**config.mk**
```make
export PLATFORM = sky130hd
export DESIGN_NAME = pipeline_hazard_ctrl
export DESIGN_NICKNAME = d
export VERILOG_FILES = /design/src/rtl/pipeline_pkg.sv /design/src/rtl/hazard_cmp.sv /design/src/rtl/pipeline_hazard_ctrl.sv
export SDC_FILE = /design/constraint.sdc
export NUM_CORES = 1
export LEC_CHECK = 0
export CORE_UTILIZATION = 33
export CTS_BUF_LIST = sky130_fd_sc_hd__clkbuf_16
export CTS_CLUSTER_SIZE = 28
export DETAILED_ROUTE_END_ITERATION = 12
export HOLD_SLACK_MARGIN = 0.03
export PLACE_DENSITY = 0.79
export SETUP_SLACK_MARGIN = 0.5
export SYNTH_ARGS = -nofsm -noshare
export SYNTH_HDL_FRONTEND = slang
export SYNTH_SLANG_ARGS = --single-unit
```
**constraint.sdc**
```tcl
create_clock -name clk -period 2.5 [get_ports clk]
set_clock_uncertainty 0.05 [all_clocks]
set_input_delay 0.75 -clock clk [delete_from_list [all_inputs] [get_ports clk]]
set_output_delay 0.75 -clock clk [all_outputs]
set_load 0.05 [all_outputs]
```
**src/rtl/pipeline_pkg.sv**
```systemverilog
// Shared types and defaults for the pipeline hazard controller: FSM state encoding,
// forwarding-override codes and the default redirect length.
package pipeline_pkg;

  typedef enum logic [1:0] {
    ST_IDLE       = 2'b00,
    ST_LOAD_STALL = 2'b01,
    ST_REDIRECT   = 2'b10
  } state_t;

  typedef enum logic [1:0] {
    LU_NONE  = 2'b00,
    LU_MEMWB = 2'b01
  } load_use_t;

  localparam int unsigned REDIRECT_CYCLES_DEF = 2;
  localparam int unsigned CNT_W               = 3;

  function automatic logic [15:0] sat_inc16(input logic [15:0] v);
    return (v == 16'hFFFF) ? v : v + 16'd1;
  endfunction

endpackage

```
**src/rtl/hazard_cmp.sv**
```systemverilog
// Combinational load-use comparator: flags which ID source operand depends on the
// load currently in EX. Register 0 never creates a dependency.
module hazard_cmp (
  input  logic       ex_load_signal,
  input  logic [4:0] ex_rt,
  input  logic [4:0] id_rs,
  input  logic [4:0] id_rt,
  input  logic       id_uses_rs,
  input  logic       id_uses_rt,
  output logic       match_rs,
  output logic       match_rt,
  output logic       hazard
);

  logic load_live;

  assign load_live = ex_load_signal && (ex_rt != 5'd0);
  assign match_rs  = load_live && id_uses_rs && (id_rs == ex_rt);
  assign match_rt  = load_live && id_uses_rt && (id_rt == ex_rt);
  assign hazard    = match_rs || match_rt;

endmodule

```
**src/rtl/pipeline_hazard_ctrl.sv**
```systemverilog
// Load-use stall and branch/jump flush controller for a 5-stage pipeline.
// Optional HAZARD_STATS_EN adds saturating stall_count/flush_count outputs.
//
// state         | meaning
// ST_IDLE       | no hazard in progress; detects redirect / load-use combinationally
// ST_LOAD_STALL | one bubble cycle after a load-use stall; forward load data to ID
// ST_REDIRECT   | flushing wrong-path instructions while the counter runs down
module pipeline_hazard_ctrl
  import pipeline_pkg::*;
#(
  parameter int unsigned REDIRECT_CYCLES = REDIRECT_CYCLES_DEF
) (
  input  logic       clk,
  input  logic       rst,
  input  logic [4:0] id_rs,
  input  logic [4:0] id_rt,
  input  logic       id_uses_rs,
  input  logic       id_uses_rt,
  input  logic       ex_load_signal,
  input  logic [4:0] ex_rt,
  input  logic       ex_branch_taken,
  input  logic [1:0] ex_jump,
  output logic       pc_stall,
  output logic       ifid_stall,
  output logic       ifid_flush,
  output logic       idex_flush,
  output logic [1:0] load_useA,
  output logic [1:0] load_useB,
  output logic       busy
`ifdef HAZARD_STATS_EN
  ,
  output logic [15:0] stall_count,
  output logic [15:0] flush_count
`endif
);

  // The redirect cycle itself is the first flushed cycle, so REDIRECT holds for
  // RELOAD more cycles; with REDIRECT_CYCLES==1 the FSM never leaves IDLE.
  localparam logic [CNT_W-1:0] RELOAD      = CNT_W'(REDIRECT_CYCLES - 1);
  localparam state_t           REDIR_STATE = (RELOAD == '0) ? ST_IDLE : ST_REDIRECT;

  state_t           state_q;
  logic [CNT_W-1:0] cnt_q;
  logic             match_a_q;
  logic             match_b_q;

  logic match_rs;
  logic match_rt;
  logic hazard;
  logic redirect;
  logic take_redirect;
  logic take_stall;

  hazard_cmp u_cmp (
    .ex_load_signal (ex_load_signal),
    .ex_rt          (ex_rt),
    .id_rs          (id_rs),
    .id_rt          (id_rt),
    .id_uses_rs     (id_uses_rs),
    .id_uses_rt     (id_uses_rt),
    .match_rs       (match_rs),
    .match_rt       (match_rt),
    .hazard         (hazard)
  );

  assign redirect = ex_branch_taken || (ex_jump != 2'b00);

  always_comb begin
    take_redirect = 1'b0;
    take_stall    = 1'b0;
    pc_stall      = 1'b0;
    ifid_stall    = 1'b0;
    ifid_flush    = 1'b0;
    idex_flush    = 1'b0;
    load_useA     = LU_NONE;
    load_useB     = LU_NONE;
    case (state_q)
      ST_IDLE: begin
        if (redirect) begin
          take_redirect = 1'b1;
          ifid_flush    = 1'b1;
          idex_flush    = 1'b1;
        end else if (hazard) begin
          take_stall = 1'b1;
          pc_stall   = 1'b1;
          ifid_stall = 1'b1;
          idex_flush = 1'b1;
        end
      end
      ST_LOAD_STALL: begin
        load_useA = match_a_q ? LU_MEMWB : LU_NONE;
        load_useB = match_b_q ? LU_MEMWB : LU_NONE;
        if (redirect) begin
          take_redirect = 1'b1;
          ifid_flush    = 1'b1;
          idex_flush    = 1'b1;
        end
      end
      ST_REDIRECT: begin
        ifid_flush = 1'b1;
        idex_flush = 1'b1;
      end
      default: ;
    endcase
    if (rst) begin
      take_redirect = 1'b0;
      take_stall    = 1'b0;
      pc_stall      = 1'b0;
      ifid_stall    = 1'b0;
      ifid_flush    = 1'b0;
      idex_flush    = 1'b0;
      load_useA     = LU_NONE;
      load_useB     = LU_NONE;
    end
  end

  assign busy = !rst && (state_q != ST_IDLE);

  always_ff @(posedge clk) begin
    if (rst) begin
      state_q   <= ST_IDLE;
      cnt_q     <= '0;
      match_a_q <= 1'b0;
      match_b_q <= 1'b0;
    end else begin
      case (state_q)
        ST_IDLE: begin
          if (take_redirect) begin
            cnt_q   <= RELOAD;
            state_q <= REDIR_STATE;
          end else if (take_stall) begin
            match_a_q <= match_rs;
            match_b_q <= match_rt;
            state_q   <= ST_LOAD_STALL;
          end
        end
        ST_LOAD_STALL: begin
          match_a_q <= 1'b0;
          match_b_q <= 1'b0;
          if (take_redirect) begin
            cnt_q   <= RELOAD;
            state_q <= REDIR_STATE;
          end else begin
            state_q <= ST_IDLE;
          end
        end
        ST_REDIRECT: begin
          if (cnt_q <= CNT_W'(1)) begin
            cnt_q   <= '0;
            state_q <= ST_IDLE;
          end else begin
            cnt_q <= cnt_q - CNT_W'(1);
          end
        end
        default: begin
          cnt_q   <= '0;
          state_q <= ST_IDLE;
        end
      endcase
    end
  end

`ifdef HAZARD_STATS_EN
  logic [15:0] stall_cnt_q;
  logic [15:0] flush_cnt_q;

  // One increment per event: a redirect counts once however many cycles it flushes.
  always_ff @(posedge clk) begin
    if (rst) begin
      stall_cnt_q <= '0;
      flush_cnt_q <= '0;
    end else begin
      if (take_stall)    stall_cnt_q <= sat_inc16(stall_cnt_q);
      if (take_redirect) flush_cnt_q <= sat_inc16(flush_cnt_q);
    end
  end

  assign stall_count = rst ? 16'd0 : stall_cnt_q;
  assign flush_count = rst ? 16'd0 : flush_cnt_q;
`endif

endmodule

```
==> run metrics <==
Inserted Diodes 0; status finished with violations; Starting Density 0.365; drt initial violations 17; max-slew violations 0; CP Launch Type primary input; area delta synth->final 132%; Tmin final ~2900 ps; violated checks DRC, setup timing; Hold Path Class reg -> reg; register area share after synthesis 0.246; TNS Setup -1040 ps; Top Usage Layer GRT met2; Post-Route WL 2560 um; period utilization 1.14; H-Tree Depth 1; hpwl dp between 1000 and 1500 um; RSZ-0062 raised after global routing yes; vias in the first global route 779; Nets ~150; vias per inst 5.49; global routing usage on met1 0.324; Final WS setup -356 ps; synthesized cell area between 500 and 600 um^2; non-filler cells, final between 100 and 150; CP arrival 2060 ps; final setup violation count 3; Die H about 44 um; Util after Layout 0.847; VDD IR max 454 uV; hold_buf cts 0; CTS sink cnt 7; Reg clk slew, reported paths 30 ps; met3 Resource Use GR 0.0417; most frequent cells in the layout buf_4, buf_6, xor2_1, dfxtp_1; most common cell after layout, fill and taps aside buf_4; Cells after Synth 66; first-pass GRT wire length 3630 um; Clk Tree Root Cell clkbuf_16; number of cell rows 14; max cap viols 0; DR pass1 iterations 8; routed length per instance around 19 um; Required @ worst endpoint 1700 ps; FF+latch count, synth 7; largest net degree at the start of global routing 8; GR Util met2 0.488; die width 43.5 um; RD Place Congestion 0.751; f_max 0.350 GHz; global-route usage over all layers 0.270; Via Count 758; P per Cell Area 435 mW/mm^2; crit path from id_rs[2]; port bufs 29; endpoints failing hold 0; DRC errors left 2; core area between 0.0015 and 0.002 mm^2; share of cells above drive strength 1 0.582; Yosys cell types 26; Synth Area per Inst 8.63 um^2; CTS buffer count 3; leakage power 0.583 nW; CP Max Fanout 2; placed insts 124; total grt overflow 0; Worst-Skew Late Latency 230 ps; TritonCTS clock tree done; die area 0.00190 mm^2; Setup crit end kind primary output; clock tree buffer depth 2; ANT nets after route 0; Hold Crit Start cnt_q[1]$_SDFFE_PP0P_; CP Class in -> out; Ys Warns 0; r2r startpoint state_q[0]$_SDFFE_PP0P_; I/O Pins 32; initial antenna violation count 0
## worst max-delay path: stages
cell and delay, ps:
clkdlybuf4s50_1 500, xnor2_2 120, and3_4 230, nor2_4 50
buf_6 120, o21bai_4 140, buf_12 150
## path summary, 6_finish.rpt
check	endpoint	slack, ps	depth (start not counted)
worst min-delay path	cnt_q[1]$_SDFFE_PP0P_	470	2
worst max-delay path	idex_flush	-360	7
worst min register to register	cnt_q[1]$_SDFFE_PP0P_	470	2
worst max register to register	match_a_q$_SDFFE_PP0P_	730	7
## registers in the layout (all words and copies together) (netlist names)
register and count:
match_a_q 1, state_q 2, cnt_q 3, match_b_q 1
## Yosys cell counts
cell type	count	share of area
inv_1	4	0.026
o21ai_0	1	0.0088
nor4_1	4	0.044
nor3_1	2	0.018
a32o_2	2	0.040
a21oi_1	4	0.035
buf_2	1	0.0088
buf_4	3	0.040
o22a_2	1	0.018
a211o_1	1	0.015
nor2_1	8	0.053
nor4b_1	1	0.015
o211ai_4	1	0.037
xor2_1	8	0.12
a211oi_1	1	0.013
dfxtp_1	7	0.25
conb_1	1	0.0066
o21bai_1	2	0.026
or4_4	2	0.040
o31ai_1	1	0.013
nand2_1	2	0.013
and4bb_2	2	0.044
xnor2_1	2	0.031
nor2_4	1	0.020
ha_1	2	0.044
and3_1	2	0.022
## what timing repair did
action	CTS	global route
pin swaps	16	13
resized for setup	73	17
buffers inserted	9	1
setup endpoints to repair	11	10
## cells by family after synthesis
logic type                 share of synthesized area
buffers and inverters                         0.0747
xor gates and xnor gates                       0.154
other                                        0.00659
and+or+nand+nor                                0.268
adders and majority gates                     0.0439
AOI/OAI and AO/OA                              0.207
DFF                                            0.246
## stage by stage
step | area [um^2] | setup WS, ps | power (mW) | hold slack (ps)
floorplan | 647 | -455 | 0.197 | 424
global placement | 1090 | -733 | 0.269 | 439
detailed placement | 1090 | -763 | 0.273 | 453
CTS | 1270 | -466 | 0.556 | 475
global route | 1320 | -384 | 0.596 | 508
finish | 1320 | -356 | 0.574 | 472
## power breakdown
part	switching (mW)	internal, mW
Clock	0.0615	0.208
Sequential	0.00420	0.117
Combinational	0.0878	0.0955
Total	0.154	0.420
## routing by layer
metal / vias to the layer above / wire length [um]
li1: 347 / -
met1: 361 / 1030
met2: 40 / 1330
met3: 10 / 99
met4: 0 / 101
met5: - / 0
## cell type report
type / instances / area, um^2
clock inverter: 1 / 3.75
fill: 77 / 239
clock buffer: 3 / 75.1
sequential: 7 / 140
timing repair buffer: 55 / 552
tap: 16 / 20.0
multi-input combinational: 52 / 514
inverter: 4 / 15.0
No activity file was read; power rests on OpenSTA's default activity.
